File: config.mk
export PLATFORM = sky130hd
export DESIGN_NAME = uart_prog_loader
export DESIGN_NICKNAME = d
export VERILOG_FILES = /design/src/rtl/uart_prog_loader.sv
export SDC_FILE = /design/constraint.sdc
export NUM_CORES = 1
export LEC_CHECK = 0
export BUFFER_PORTS_ARGS = -buffer_cell sky130_fd_sc_hd__buf_2
export CAP_MARGIN = 20
export CORE_UTILIZATION = 35
export CTS_CLUSTER_DIAMETER = 80
export DETAILED_ROUTE_END_ITERATION = 12
export PLACE_DENSITY = 0.6
export SYNTH_ARGS = -nofsm -noshare
export SYNTH_HDL_FRONTEND = slang
export SYNTH_SLANG_ARGS = --single-unit
export TNS_END_PERCENT = 100
File: constraint.sdc
create_clock -name CLOCK_50 -period 2.1 [get_ports CLOCK_50]
set_clock_uncertainty 0.05 [all_clocks]
set_input_delay 0.315 -clock CLOCK_50 [delete_from_list [all_inputs] [get_ports CLOCK_50]]
set_output_delay 0.315 -clock CLOCK_50 [all_outputs]
set_load 0.01 [all_outputs]
File: src/rtl/uart_prog_loader.sv
// Serial boot loader: receives an 8N1 framed program image (sync, length, data, checksum)
// and writes it into the processor memory while holding the CPU stalled.
module uart_prog_loader #(
  parameter int unsigned CLKS_PER_BIT = 434,
  parameter int unsigned TIMEOUT_CYC  = 5000000,
  parameter logic [7:0]  SYNC_BYTE    = 8'hA5
) (
  input  logic       CLOCK_50,
  input  logic       RESET_N,
  input  logic       UART_RXD,
  output logic       mem_we,
  output logic [7:0] mem_addr,
  output logic [7:0] mem_wdata,
  output logic       cpu_hold,
  output logic       load_done,
  output logic       load_err,
  output logic       busy
);

  localparam int unsigned CW = $clog2(CLKS_PER_BIT);
  localparam int unsigned TW = $clog2(TIMEOUT_CYC);
  localparam logic [CW-1:0] BIT_LAST  = CW'(CLKS_PER_BIT - 1);
  localparam logic [CW-1:0] HALF_LAST = CW'(CLKS_PER_BIT / 2 - 1);
  localparam logic [TW-1:0] TO_LAST   = TW'(TIMEOUT_CYC - 1);

  typedef enum logic [1:0] {RX_IDLE, RX_START, RX_DATA, RX_STOP} rx_state_t;
  typedef enum logic [2:0] {F_SYNC, F_LEN, F_DATA, F_SUM, F_DONE} f_state_t;

  rx_state_t     r_rx_state;
  logic          r_rx_meta;
  logic          r_rx_sync;
  logic [CW-1:0] r_clk_cnt;
  logic [2:0]    r_bit_cnt;
  logic [7:0]    r_shift;

  f_state_t      r_f_state;
  logic [7:0]    r_addr;
  logic [7:0]    r_sum;
  logic [8:0]    r_remain;
  logic [TW-1:0] r_to_cnt;
  logic          r_mem_we;
  logic [7:0]    r_mem_addr;
  logic [7:0]    r_mem_wdata;
  logic          r_cpu_hold;
  logic          r_load_done;
  logic          r_load_err;

  logic w_stop_tick;
  logic w_byte_valid;
  logic w_frame_err;
  logic w_in_frame;
  logic w_timeout;
  logic w_abort;

  // Byte strobes are combinational in the stop-sample cycle so the write lands one cycle later.
  assign w_stop_tick  = (r_rx_state == RX_STOP) && (r_clk_cnt == BIT_LAST);
  assign w_byte_valid = w_stop_tick && r_rx_sync;
  assign w_frame_err  = w_stop_tick && !r_rx_sync;
  assign w_in_frame   = (r_f_state == F_LEN) || (r_f_state == F_DATA) || (r_f_state == F_SUM);
  assign w_timeout    = w_in_frame && (r_to_cnt == TO_LAST);
  assign w_abort      = w_in_frame && !w_byte_valid && (w_frame_err || w_timeout);

  always_ff @(posedge CLOCK_50 or negedge RESET_N) begin
    if (!RESET_N) begin
      r_rx_meta  <= 1'b1;
      r_rx_sync  <= 1'b1;
      r_rx_state <= RX_IDLE;
      r_clk_cnt  <= '0;
      r_bit_cnt  <= '0;
      r_shift    <= '0;
    end else begin
      r_rx_meta <= UART_RXD;
      r_rx_sync <= r_rx_meta;
      case (r_rx_state)
        RX_IDLE: begin
          if (!r_rx_sync) begin
            r_rx_state <= RX_START;
            r_clk_cnt  <= '0;
            r_bit_cnt  <= '0;
          end
        end
        RX_START: begin
          if (r_clk_cnt == HALF_LAST) begin
            r_clk_cnt  <= '0;
            r_rx_state <= r_rx_sync ? RX_IDLE : RX_DATA;
          end else begin
            r_clk_cnt <= r_clk_cnt + 1'b1;
          end
        end
        RX_DATA: begin
          if (r_clk_cnt == BIT_LAST) begin
            r_clk_cnt <= '0;
            r_shift   <= {r_rx_sync, r_shift[7:1]};
            r_bit_cnt <= r_bit_cnt + 1'b1;
            if (r_bit_cnt == 3'd7) r_rx_state <= RX_STOP;
          end else begin
            r_clk_cnt <= r_clk_cnt + 1'b1;
          end
        end
        RX_STOP: begin
          if (r_clk_cnt == BIT_LAST) begin
            r_clk_cnt  <= '0;
            r_rx_state <= RX_IDLE;
          end else begin
            r_clk_cnt <= r_clk_cnt + 1'b1;
          end
        end
        default: r_rx_state <= RX_IDLE;
      endcase
    end
  end

  always_ff @(posedge CLOCK_50 or negedge RESET_N) begin
    if (!RESET_N) begin
      r_f_state   <= F_SYNC;
      r_addr      <= '0;
      r_sum       <= '0;
      r_remain    <= '0;
      r_to_cnt    <= '0;
      r_mem_we    <= 1'b0;
      r_mem_addr  <= '0;
      r_mem_wdata <= '0;
      r_cpu_hold  <= 1'b0;
      r_load_done <= 1'b0;
      r_load_err  <= 1'b0;
    end else begin
      r_mem_we    <= 1'b0;
      r_load_done <= 1'b0;
      if (w_in_frame) r_to_cnt <= w_byte_valid ? '0 : r_to_cnt + 1'b1;
      else            r_to_cnt <= '0;

      if (w_abort) begin
        r_load_err <= 1'b1;
        r_cpu_hold <= 1'b0;
        r_f_state  <= F_SYNC;
      end else begin
        case (r_f_state)
          F_SYNC: begin
            if (w_byte_valid && (r_shift == SYNC_BYTE)) begin
              r_f_state  <= F_LEN;
              r_cpu_hold <= 1'b1;
              r_load_err <= 1'b0;
              r_addr     <= '0;
              r_sum      <= '0;
            end
          end
          F_LEN: begin
            if (w_byte_valid) begin
              r_remain  <= (r_shift == 8'h00) ? 9'd256 : {1'b0, r_shift};
              r_f_state <= F_DATA;
            end
          end
          F_DATA: begin
            if (w_byte_valid) begin
              r_mem_we    <= 1'b1;
              r_mem_addr  <= r_addr;
              r_mem_wdata <= r_shift;
              r_addr      <= r_addr + 1'b1;
              r_sum       <= r_sum + r_shift;
              r_remain    <= r_remain - 1'b1;
              if (r_remain == 9'd1) r_f_state <= F_SUM;
            end
          end
          F_SUM: begin
            if (w_byte_valid) begin
              if (r_shift == r_sum) r_load_done <= 1'b1;
              else                  r_load_err  <= 1'b1;
              r_f_state <= F_DONE;
            end
          end
          F_DONE: begin
            r_cpu_hold <= 1'b0;
            r_f_state  <= F_SYNC;
          end
          default: r_f_state <= F_SYNC;
        endcase
      end
    end
  end

  assign mem_we    = r_mem_we;
  assign mem_addr  = r_mem_addr;
  assign mem_wdata = r_mem_wdata;
  assign cpu_hold  = r_cpu_hold;
  assign load_done = r_load_done;
  assign load_err  = r_load_err;
  assign busy      = (r_f_state != F_SYNC);

endmodule

==> results.py <==
metrics = {
    "status": {
        "outcome": "completed",
    },
    "worst_setup_path": {
        "reg2regPathDepth": 6,
        "r2r_end": "r_sum[7]",
        "worst-r2r-setup-slack_ns": 0.09,
        "slowest_stage": "sky130_fd_sc_hd__dfrtp_1",
        "setup.worst_path.start_class": "flop",
        "required_time_of_the_critical_path_ns": 2.33,
        "crit_path_end_kind": "flop",
        "cp.buffers_inverters": 0,
        "cpMostUsedCell": "sky130_fd_sc_hd__nand3_1",
        "worst-endpoint-arrival_ns": 2.25,
        "worstPathCellList": "ha_2 > nand3_1 > o2111ai_1 > and3_1 > or4_1 > nand3_1",
        "worstReg2RegStart": "r_shift[4]",
        "crit_type": "flop to flop",
        "critPathTopFamily": "simple AND/OR/NAND/NOR gates",
        "critPathMaxFanout": 6,
        "timing.critical_path.slowest_cell_delay_ns": 0.49,
    },
    "final_layout": {
        "final_area_mm2": 0.00576,
        "n_antenna_cell": 0,
        "final_layout_size_suffix_gt1_frac": 0.165,
        "fillers": 1377,
        "final_nets": 597,
        "relative_area_change_from_synthesis_to_final_layout_pct": 17.8,
        "post_layout_nonfiller_instances": 758,
    },
    "timing": {
        "relSlewSlack": 0.683,
        "fin_crit_sh": 0.958,
        "final.setup.tns_ns": 0,
        "unrepaired_setup_endpoints_after_global_routing": "no",
        "finalCriticalPeriod_ns": 2.01,
        "number_of_endpoints_with_negative_hold_slack_in_the_final_report": 0,
        "max_freq_mhz": 497,
        "drv_slew": 0,
        "max_slew.worst_pin.slew_ns": 0.471,
        "setup_violations": 0,
    },
    "die": {
        "floorplan.die.height_um": 120,
        "initial_core_utilization": 0.364,
        "placement_rows": 42,
        "area_of_the_die_mm2": 0.0145,
        "core_area_mm2": 0.0135,
        "design.portCount": 24,
        "chipWidth_um": 120,
    },
    "clock_network": {
        "clk_pin_slew_ns": 0.06,
        "ctsRootBufferMaster": "sky130_fd_sc_hd__clkbuf_16",
        "clk-insertion-delay-late_ns": 0.35,
        "clock_sinks": 95,
        "clock_tree_from_tritoncts": "yes",
        "cts_htree_levels": 3,
        "maximum_number_of_buffers_from_clock_root_to_sink": 2,
        "cts_inserted_buffers": 9,
    },
    "worst_hold_path": {
        "min_from": "UART_RXD",
        "hold_ep": "r_rx_meta",
        "number_of_stages_on_the_worst_hold_path": 1,
        "timing.hold.worst.class": "input pin to flop",
    },
    "detailed_routing": {
        "met2RoutedLength_mm": 5.16,
        "drt_wl_total_mm": 11.0,
        "highest_layer": "met4",
        "avg_vias_per_cell": 5.30,
        "vias": 4018,
        "dr.pass1.iters": 5,
        "ant_nets": 0,
        "drt_iter0_drc": 221,
        "wl_per_cell_um": 14.5,
        "met3RoutedLength_um": 226,
        "remaining_drc_errors": 0,
        "wl_met1_mm": 5.43,
    },
    "place": {
        "numPortBuffers": 23,
        "dpl-instance-area_mm2": 0.00541,
        "post-dp-hpwl_mm": 7.89,
        "globalplace.congestion": 0.861,
        "place_inst": 739,
    },
    "global_routing": {
        "gr-total-overflow": 0,
        "global_route_wire_length_before_repair_mm": 19.0,
        "antenna_found_initial": 0,
        "grt_usage": 0.165,
        "grt_pass1_vias": 3850,
        "grt_max_degree": 34,
    },
    "synth": {
        "synthArstFlopShare": 1.00,
        "ys_top_cells_by_area": "sky130_fd_sc_hd__dfrtp_1 (48%), sky130_fd_sc_hd__nand2_1 (7.5%), sky130_fd_sc_hd__ha_1 (4.1%)",
        "syn_std_cell_area_mm2": 0.00489,
        "synth_seq_area_share": 0.487,
        "postSynthRegisterBits": 95,
        "ys_types": 51,
        "synth_top_cells_by_count": "sky130_fd_sc_hd__nand2_1 (98), sky130_fd_sc_hd__dfrtp_1 (93), sky130_fd_sc_hd__nor2_1 (44)",
        "yosys_warnings": 0,
        "most_frequently_used_cell_type_in_the_post_synthesis_netlist": "sky130_fd_sc_hd__nand2_1",
        "synthDominantAreaCellType": "sky130_fd_sc_hd__dfrtp_1",
        "netlist_instances": 526,
        "ys.flop_type": "sky130_fd_sc_hd__dfrtp_1",
        "synth.net_count": 546,
        "synth_enable_flop_cells": 0,
        "synth.avg_cell_area_um2": 9.30,
        "synthDominantCellAreaShare": 0.476,
    },
    "pwr": {
        "totalPowerFinal_mw": 3.53,
        "irDropWorstVdd_mv": 0.392,
        "static_leakage_power_nw": 2.72,
        "power.density_cell_area_mw_per_mm2": 612,
    },
    "job": {
        "timing.max_cap.violations": 0,
    },
}
power breakdown:
group          switching [mW]  leakage (nW)  internal (mW)  total [mW]
combinational          0.0381          1.28         0.0110      0.0490
sequential            0.00284          1.30           1.83        1.84
clock                   0.686         0.136          0.957        1.64
total                   0.727          2.72           2.80        3.53
kinds of logic (layout without fill, tap and decap cells):
group,after synthesis,in the layout,synth area share
and+or+nand+nor,247,247,0.251
AOI/OAI and AO/OA,105,105,0.130
DFF,95,95,0.487
buffers and inverters,30,86,0.0263
xor gates and xnor gates,24,24,0.0430
adders and majority gates,17,17,0.0450
muxes,8,8,0.0184
through the flow:
stage / hold WS [ns] / util / worst slack (ns)
3_5_place_dp: 0.244 / 0.402 / 0.0361
2_1_floorplan: -0.0306 / - / 0.120
5_1_grt: 0.00690 / 0.428 / 0.00123
6_report: 0.0108 / 0.428 / 0.0886
4_1_cts: 0.00320 / 0.425 / 0.0298
3_3_place_gp: 0.236 / 0.402 / 0.0862
state kept, by name, summed over array words and instances, names as in the netlist, 3 cells and up, named ones only:
name and cells:
r_to_cnt 23, r_sum 8, r_addr 8, r_clk_cnt 9, r_remain 9, mem_wdata 8, mem_addr 8, r_f_state 3
r_bit_cnt 3, r_shift 8
layout by cell type (no fill, tap or decap), types with 6 or more instances in the layout:
cell type / Yosys / routed
sky130_fd_sc_hd__nand2_1: 98 / 98
sky130_fd_sc_hd__dfrtp_1: 93 / 92
sky130_fd_sc_hd__nor2_1: 44 / 43
sky130_fd_sc_hd__buf_4: 0 / 34
sky130_fd_sc_hd__o21ai_0: 31 / 29
sky130_fd_sc_hd__buf_2: 7 / 22
sky130_fd_sc_hd__o21ai_1: 18 / 20
sky130_fd_sc_hd__nand3_1: 19 / 19
sky130_fd_sc_hd__nor3_1: 17 / 17
sky130_fd_sc_hd__and3_1: 15 / 15
sky130_fd_sc_hd__ha_1: 16 / 14
sky130_fd_sc_hd__a21oi_1: 15 / 13
sky130_fd_sc_hd__xnor2_1: 13 / 13
sky130_fd_sc_hd__xor2_1: 11 / 11
sky130_fd_sc_hd__inv_1: 10 / 9
sky130_fd_sc_hd__clkbuf_16: 0 / 9
sky130_fd_sc_hd__nand4_1: 8 / 8
sky130_fd_sc_hd__mux2_2: 8 / 8
sky130_fd_sc_hd__or3_1: 8 / 7
sky130_fd_sc_hd__a31oi_1: 7 / 7
sky130_fd_sc_hd__or4_1: 8 / 6
sky130_fd_sc_hd__nor4_1: 6 / 6
sky130_fd_sc_hd__a21o_1: 6 / 6
final cells by class:
type                       instances  area [um2]  share of cell area
tap                              176         220              0.0382
multi-input combinational        401        2410               0.418
inverter                          11        41.3             0.00716
sequential                        95        2380               0.413
clock buffer                      13         250              0.0434
timing repair buffer              59         415              0.0721
clock inverter                     3        45.0             0.00782
routing by layer:
metal  GRT usage  vias up
met2       0.256       46
met5           0        -
li1            -     1974
met3      0.0245       13
met1       0.230     1985
met4      0.0656        0
repair_timing:
item	4_1_cts	5_1_grt
gates resized for setup	0	12
endpoints found under the hold margin	30	0
hold buffers	1	0
endpoints found under the setup margin	0	39
buffers inserted	0	2
how the worst max path moves through the flow:
stage                       startpoint           to  slack (ns)  cells past startpoint
after floorplan           r_clk_cnt[1]  r_remain[0]        0.12                      8
after global placement      r_shift[1]     r_sum[6]        0.09                      4
after detailed placement  r_clk_cnt[1]    r_addr[4]        0.04                      9
after CTS                   r_shift[1]    r_addr[4]        0.03                      6
after global routing      r_clk_cnt[1]     r_sum[4]       0.001                      8
final                       r_shift[4]     r_sum[7]        0.09                      6
worst register-to-register path: cells and delay by family, from the launching register on:
kind | cells | cell delay, ns
AND/OR/NAND/NOR | 4 | 0.90
flip-flops | 1 | 0.49
adder cells (fa/ha/maj) | 1 | 0.37
AO/OA/AOI/OAI | 1 | 0.14
(Power assumes the default switching activity.)
